<file path="src/rtl/bus_line_fill_pkg.sv">
// Shared types and constants for the bus_line_fill miss/writeback engine.
package bus_line_fill_pkg;

  localparam int LINE_BYTES  = 64;
  localparam int OFFSET_BITS = $clog2(LINE_BYTES);
  localparam int BEATS       = 8;
  localparam int BEAT_W      = 64;
  localparam int TAG_W       = 13;
  localparam int LINE_W      = BEATS * BEAT_W;

  localparam logic [TAG_W-1:0] TAG_READ  = 13'h1100;
  localparam logic [TAG_W-1:0] TAG_WRITE = 13'h1000;

  typedef enum logic [2:0] {
    IDLE  = 3'd0,
    REQ   = 3'd1,
    WDATA = 3'd2,
    RDATA = 3'd3,
    DONE  = 3'd4
  } state_t;

  typedef logic [LINE_W-1:0] line_t;
  typedef logic [2:0]        beat_idx_t;

  function automatic logic [31:0] sat_inc32(input logic [31:0] v, input logic en);
    return (en && (v != 32'hFFFF_FFFF)) ? (v + 32'd1) : v;
  endfunction

  function automatic logic [15:0] sat_inc16(input logic [15:0] v, input logic en);
    return (en && (v != 16'hFFFF)) ? (v + 16'd1) : v;
  endfunction

endpackage

</file>
<file path="src/rtl/bus_line_fill_assembler.sv">
// Line datapath: beat counter, read-beat shift-in register and write-beat select mux.
module line_fill_assembler
  import bus_line_fill_pkg::*;
(
  input  logic              clk,
  input  logic              reset,
  input  logic              load,
  input  logic [LINE_W-1:0] wr_line,
  input  logic              cnt_clr,
  input  logic              wr_step,
  input  logic              rd_store,
  input  logic [BEAT_W-1:0] rd_beat,
  output logic              last_beat,
  output logic [BEAT_W-1:0] wr_beat,
  output logic [LINE_W-1:0] rd_line
);

  beat_idx_t cnt_r;
  line_t     wr_line_r;
  line_t     rd_line_r;

  // Beat counter; wraps 7->0 on its own so it is back at 0 after every line.
  always_ff @(posedge clk or negedge reset) begin
    if (!reset) begin
      cnt_r <= 3'd0;
    end else if (cnt_clr) begin
      cnt_r <= 3'd0;
    end else if (wr_step || rd_store) begin
      cnt_r <= cnt_r + 3'd1;
    end else begin
      cnt_r <= cnt_r;
    end
  end

  // Writeback line captured on accept.
  always_ff @(posedge clk or negedge reset) begin
    if (!reset) begin
      wr_line_r <= '0;
    end else if (load) begin
      wr_line_r <= wr_line;
    end else begin
      wr_line_r <= wr_line_r;
    end
  end

  // Read line assembly: each good beat lands in slot cnt_r.
  always_ff @(posedge clk or negedge reset) begin
    if (!reset) begin
      rd_line_r <= '0;
    end else if (rd_store) begin
      rd_line_r[{cnt_r, 6'd0} +: BEAT_W] <= rd_beat;
    end else begin
      rd_line_r <= rd_line_r;
    end
  end

  assign last_beat = (cnt_r == 3'd7);
  assign wr_beat   = wr_line_r[{cnt_r, 6'd0} +: BEAT_W];
  assign rd_line   = rd_line_r;

endmodule

</file>
<file path="src/rtl/bus_line_fill.sv">
// L1 miss/writeback engine: one line request -> bus reqcyc/respcyc beats -> done pulse.
// Optional performance counters are built when LINE_FILL_PERF_EN is defined.
module bus_line_fill
  import bus_line_fill_pkg::*;
#(
  parameter int ADDR_W = 64
) (
  input  logic              clk,
  input  logic              reset,
  input  logic              fill_req_valid,
  output logic              fill_req_ready,
  input  logic              fill_req_write,
  input  logic [ADDR_W-1:0] fill_req_addr,
  input  logic [LINE_W-1:0] fill_req_line,
  output logic              fill_done,
  output logic              fill_done_write,
  output logic [ADDR_W-1:0] fill_resp_addr,
  output logic [LINE_W-1:0] fill_resp_line,
  output logic              bus_reqcyc,
  input  logic              bus_reqack,
  output logic [BEAT_W-1:0] bus_req,
  output logic [TAG_W-1:0]  bus_reqtag,
  input  logic              bus_respcyc,
  output logic              bus_respack,
  input  logic [BEAT_W-1:0] bus_resp,
  input  logic [TAG_W-1:0]  bus_resptag
`ifdef LINE_FILL_PERF_EN
  ,
  output logic [31:0]       perf_fills,
  output logic [31:0]       perf_writebacks,
  output logic [31:0]       perf_wait_cycles,
  output logic [15:0]       perf_bad_tags
`endif
);

  localparam logic [ADDR_W-1:0] ALIGN_MASK = ~ADDR_W'(LINE_BYTES - 1);

  state_t            state_r;
  state_t            state_s;
  logic              write_r;
  logic [ADDR_W-1:0] addr_r;
  logic              accept_s;
  logic              good_beat_s;
  logic              last_beat_s;
  logic [BEAT_W-1:0] wr_beat_s;

  assign accept_s    = fill_req_valid && (state_r == IDLE);
  assign good_beat_s = (state_r == RDATA) && bus_respcyc && (bus_resptag == TAG_READ);

  // State register.
  always_ff @(posedge clk or negedge reset) begin
    if (!reset) begin
      state_r <= IDLE;
    end else begin
      state_r <= state_s;
    end
  end

  // Next-state logic.
  always_comb begin
    state_s = state_r;
    case (state_r)
      IDLE:    if (fill_req_valid) state_s = REQ;   else state_s = IDLE;
      REQ:     if (bus_reqack) state_s = write_r ? WDATA : RDATA; else state_s = REQ;
      WDATA:   if (last_beat_s) state_s = DONE;     else state_s = WDATA;
      RDATA:   if (good_beat_s && last_beat_s) state_s = DONE; else state_s = RDATA;
      DONE:    state_s = IDLE;
      default: state_s = IDLE;
    endcase
  end

  // Output decode from the registered state.
  always_comb begin
    fill_req_ready  = 1'b0;
    fill_done       = 1'b0;
    fill_done_write = 1'b0;
    bus_reqcyc      = 1'b0;
    bus_req         = '0;
    bus_reqtag      = '0;
    bus_respack     = 1'b0;
    case (state_r)
      IDLE: fill_req_ready = 1'b1;
      REQ: begin
        bus_reqcyc = 1'b1;
        bus_req    = BEAT_W'(addr_r);
        bus_reqtag = write_r ? TAG_WRITE : TAG_READ;
      end
      WDATA: begin
        bus_reqcyc = 1'b1;
        bus_req    = wr_beat_s;
        bus_reqtag = TAG_WRITE;
      end
      RDATA: bus_respack = bus_respcyc;
      DONE: begin
        fill_done       = 1'b1;
        fill_done_write = write_r;
      end
      default: fill_req_ready = 1'b0;
    endcase
  end

  // Request capture; the line offset is dropped here so every later use is aligned.
  always_ff @(posedge clk or negedge reset) begin
    if (!reset) begin
      write_r <= 1'b0;
      addr_r  <= '0;
    end else if (accept_s) begin
      write_r <= fill_req_write;
      addr_r  <= fill_req_addr & ALIGN_MASK;
    end else begin
      write_r <= write_r;
      addr_r  <= addr_r;
    end
  end

  assign fill_resp_addr = addr_r;

  line_fill_assembler u_asm (
    .clk       (clk),
    .reset     (reset),
    .load      (accept_s),
    .wr_line   (fill_req_line),
    .cnt_clr   ((state_r == REQ) && bus_reqack),
    .wr_step   (state_r == WDATA),
    .rd_store  (good_beat_s),
    .rd_beat   (bus_resp),
    .last_beat (last_beat_s),
    .wr_beat   (wr_beat_s),
    .rd_line   (fill_resp_line)
  );

`ifdef LINE_FILL_PERF_EN
  logic bad_beat_s;
  logic wait_s;

  assign bad_beat_s = (state_r == RDATA) && bus_respcyc && (bus_resptag != TAG_READ);
  assign wait_s     = ((state_r == REQ) && !bus_reqack) || ((state_r == RDATA) && !bus_respcyc);

  // Saturating performance counters.
  always_ff @(posedge clk or negedge reset) begin
    if (!reset) begin
      perf_fills       <= 32'd0;
      perf_writebacks  <= 32'd0;
      perf_wait_cycles <= 32'd0;
      perf_bad_tags    <= 16'd0;
    end else begin
      perf_fills       <= sat_inc32(perf_fills, (state_r == DONE) && !write_r);
      perf_writebacks  <= sat_inc32(perf_writebacks, (state_r == DONE) && write_r);
      perf_wait_cycles <= sat_inc32(perf_wait_cycles, wait_s);
      perf_bad_tags    <= sat_inc16(perf_bad_tags, bad_beat_s);
    end
  end
`endif

endmodule
</file>
<file path="config.mk">
export PLATFORM = sky130hd
export DESIGN_NAME = bus_line_fill
export DESIGN_NICKNAME = d
export VERILOG_FILES = /design/src/rtl/bus_line_fill_pkg.sv /design/src/rtl/bus_line_fill_assembler.sv /design/src/rtl/bus_line_fill.sv
export SDC_FILE = /design/constraint.sdc
export NUM_CORES = 2
export LEC_CHECK = 0
export BUFFER_PORTS_ARGS = -buffer_cell sky130_fd_sc_hd__buf_2
export CORE_AREA = 2 2 508 510
export DETAILED_ROUTE_END_ITERATION = 10
export DIE_AREA = 0 0 510 512
export PLACE_DENSITY_LB_ADDON = 0.3
export RECOVER_POWER = 25
export SYNTH_ARGS = -nofsm -noshare
export SYNTH_HDL_FRONTEND = slang
export SYNTH_HIERARCHICAL = 1
export SYNTH_SLANG_ARGS = --single-unit
</file>
<file path="constraint.sdc">
create_clock -name clk -period 2.9 [get_ports clk]
set_input_delay 0.435 -clock clk [delete_from_list [all_inputs] [get_ports clk]]
set_output_delay 0.435 -clock clk [all_outputs]
set_load 0.02 [all_outputs]
</file>
==> summary.md <==
| Metric | Value |
|---|---|
| DIE AREA | `261000 µm²` |
| HP Start | `bus_resp[3]` |
| Syn avg cell area | `14.7 µm²` |
| Crit path time final | `3290 ps` |
| Final hold vios | `0` |
| Sink Count | `1089` |
| Die H | `512 µm` |
| Synth async-reset ratio | `100%` |
| Core Region | `256000 µm²` |
| Drt total wl | `211000 µm` |
| Cell count after placement | `7752` |
| Most common cell after layout, fill and taps aside | `buf_2` |
| RSZ-0062 raised after global routing | `true` |
| Post-route ant nets | `0` |
| Achievable Freq | `303 MHz` |
| DIE WIDTH | `510 µm` |
| HP Class | `input port to register` |
| Failing checks | `capacitance limit, slew limit, setup timing` |
| Placed Area | `57700 µm²` |
| MaxCap Viol Count | `1` |
| First-pass GRT wire length | `293000 µm` |
| Mapped cell area | `46400 µm²` |
| Highest routed layer | `met5` |
| Launch point of the worst reg-to-reg path | `u_asm/cnt_r[0]` |
| Cell area after layout | `68900 µm²` |
| Hold path cells | `3` |
| Hold Path End | `u_asm/rd_line[67]` |
| GPL Wtd Cong | `0.800` |
| Finished Core Util | `26.9%` |
| Final worst setup slack | `-395 ps` |
| Initial antenna violation count | `79` |
| Worst-margin pin slew | `1550 ps` |
| Met3 routed WL | `15200 µm` |
| VDD IR-drop max | `469 µV` |
| Initial drt markers | `1879` |
| WL per Instance | `24.4 µm` |
| Most frequent cells in the layout | `buf_2, dfrtp_1, mux2_2, dlygate4sd3_1, inv_1` |
| CTS tree | `built` |
| Met1 wire length | `84600 µm` |
| Normalized max-slew margin | `-3.61%` |
| IO Port Bufs | `1293` |
| Gate Count Post-Synth | `3159` |
| Finished Layout Cells | `8627` |
| Static Leak | `34.7 nW` |
| Clk_lat worst skew | `780 ps` |
| Ys flop type | `dfrtp_1` |
| Clk pin slew, worst setup/hold paths | `60 ps` |
| Worst hold slack | `105 ps` |
| H-tree Lvls | `4` |
| Floorplan row count | `186` |
| Reg-to-reg setup timing slack | `0 ps` |
| Crit-path max FO | `7` |
| Vias in the first global route | `37300` |
| Number of synthesis warnings | `6` |
| Final #Nets | `5778` |
| Total negative setup slack | `-17980 ps` |
| Initial Utilization | `18.2%` |
| Slew Limit Fails | `21` |
| Yosys reg bits | `1089` |
| Layout cells sized above 1 | `53.7%` |
| Final setup vio count | `66` |
| Post-Route Skew | `25.1 ps` |
| Post-DP HPWL | `158000 µm` |
| Vias per cell | `4.07` |
| CP arrival | `2860 ps` |
| First drt pass iteration count | `5` |
| I/O pin count | `1317` |
| Startpoint types | `register` |
| Largest net degree at the start of global routing | `149` |
| Layout area overhead | `48.4%` |
| Total number of vias | `35100` |
| Final Power | `33.9 mW` |
| CTS root buffer | `clkbuf_16` |
| Status | `complete, but fails checks` |
| Met2 WL post-DR | `104000 µm` |
| GRT Total Usage | `15.6%` |
| Power density cells | `493 nW/µm²` |
| Dpl ws | `-110 ps` |
| Register area share after synthesis | `58.7%` |
| Post-synth EDFFs | `0` |
| Synth cell types | `42` |
| R2R depth | `7` |
| GRT overflow | `0` |
| Period utilization | `114%` |
| Num CTS Buffers | `132` |
| Worst-case clock buffer depth | `3` |
| Crit end category | `primary output` |
| DR DRC count | `0` |
| End of the worst register-to-register path | `u_asm/rd_line[404]` |
| Worst Path Required | `2470 ps` |
| Setup CP Type | `register to primary output` |
cells by family after synthesis:
| family | share of synthesized area, % |
|---|---|
| flip-flops | 58.7 |
| multiplexers | 29.9 |
| buffers and inverters | 4.23 |
| AND/OR/NAND/NOR | 4.20 |
| AO/OA/AOI/OAI | 2.82 |
| adder cells (fa/ha/maj) | 0.135 |
| other | 0.00808 |
| XOR/XNOR | 0.0189 |
cell type report:
| class | count | area (µm²) |
|---|---|---|
| Timing Repair Buffer | 2049 | 14800 |
| Antenna cell | 29 | 72.6 |
| Sequential cell | 1089 | 27300 |
| Fill cell | 26700 | 187000 |
| Clock inverter | 47 | 554 |
| Clock buffer | 187 | 3810 |
| Multi-Input combinational cell | 1688 | 17600 |
| Tap cell | 3384 | 4230 |
| Inverter | 154 | 581 |
sequential cells by signal, summed over array words and instances (netlist names):
register,flops
u_asm/rd_line,512
u_asm/cnt_r,3
state_r,3
write_r,1
fill_resp_addr,58
u_asm/wr_line_r,512
cell usage after synthesis, types with 2 or more instances:
cell      instances  share of area, %
a21oi_1           2             0.022
a22o_1           58               1.1
and2_1           14              0.19
buf_1             5             0.040
buf_2            95               1.0
buf_4            38              0.61
buf_6            28              0.68
clkbuf_1         78              0.63
dfrtp_1        1089                59
ha_1              5              0.13
inv_1           154               1.2
mux2_1           18              0.44
mux2_2          793                19
mux2_4          124               4.0
mux4_2          128               6.2
nand2_1         197               1.6
nand4_1         148               2.0
nand4b_1          2             0.038
nor2_1            7             0.057
nor2b_1           4             0.054
nor3_2            2             0.043
o21ai_0         144               1.6
o21ai_1           7             0.075
repair_timing:
action,4_1_cts,5_1_grt
hold buffers,577,0
gates resized for setup,181,41
endpoints found under the setup margin,64,65
setup buffers,20,8
cloned,11,2
hold endpoints to repair,611,0
pin swaps,34,32
worst max path at each step:
stage,slack (ps),to,from,cells after the start
after floorplan,200,u_asm/rd_line[30],u_asm/cnt_r[0],11
after global placement,-70,u_asm/rd_line[90],bus_resptag[2],8
after detailed placement,-110,u_asm/rd_line[404],bus_resptag[2],9
after CTS,-490,bus_req[51],u_asm/cnt_r[0],8
after global routing,-510,bus_req[33],u_asm/cnt_r[0],8
final,-390,bus_req[33],u_asm/cnt_r[0],8
layer usage:
layer,up-vias,global-route usage (%)
li1,15300,-
met1,18100,18.5
met2,1316,27.0
met3,317,4.48
met4,32,4.99
met5,-,0
worst max-delay path: stages (launching register included):
cell and delay, ps:
dfrtp_4 520, buf_12 140, buf_16 180, buf_6 140, mux4_2 500, nand2_2 110
nand2_4 100, a22o_1 220, buf_2 170
power by group:
group / total (mW) / leakage (nW) / internal (mW) / switching, mW
combinational: 1.88 / 18.2 / 0.878 / 1.00
clock: 16.9 / 2.15 / 9.68 / 7.17
sequential: 15.2 / 14.4 / 15.2 / 0.00227
(Power assumes the default switching activity.)
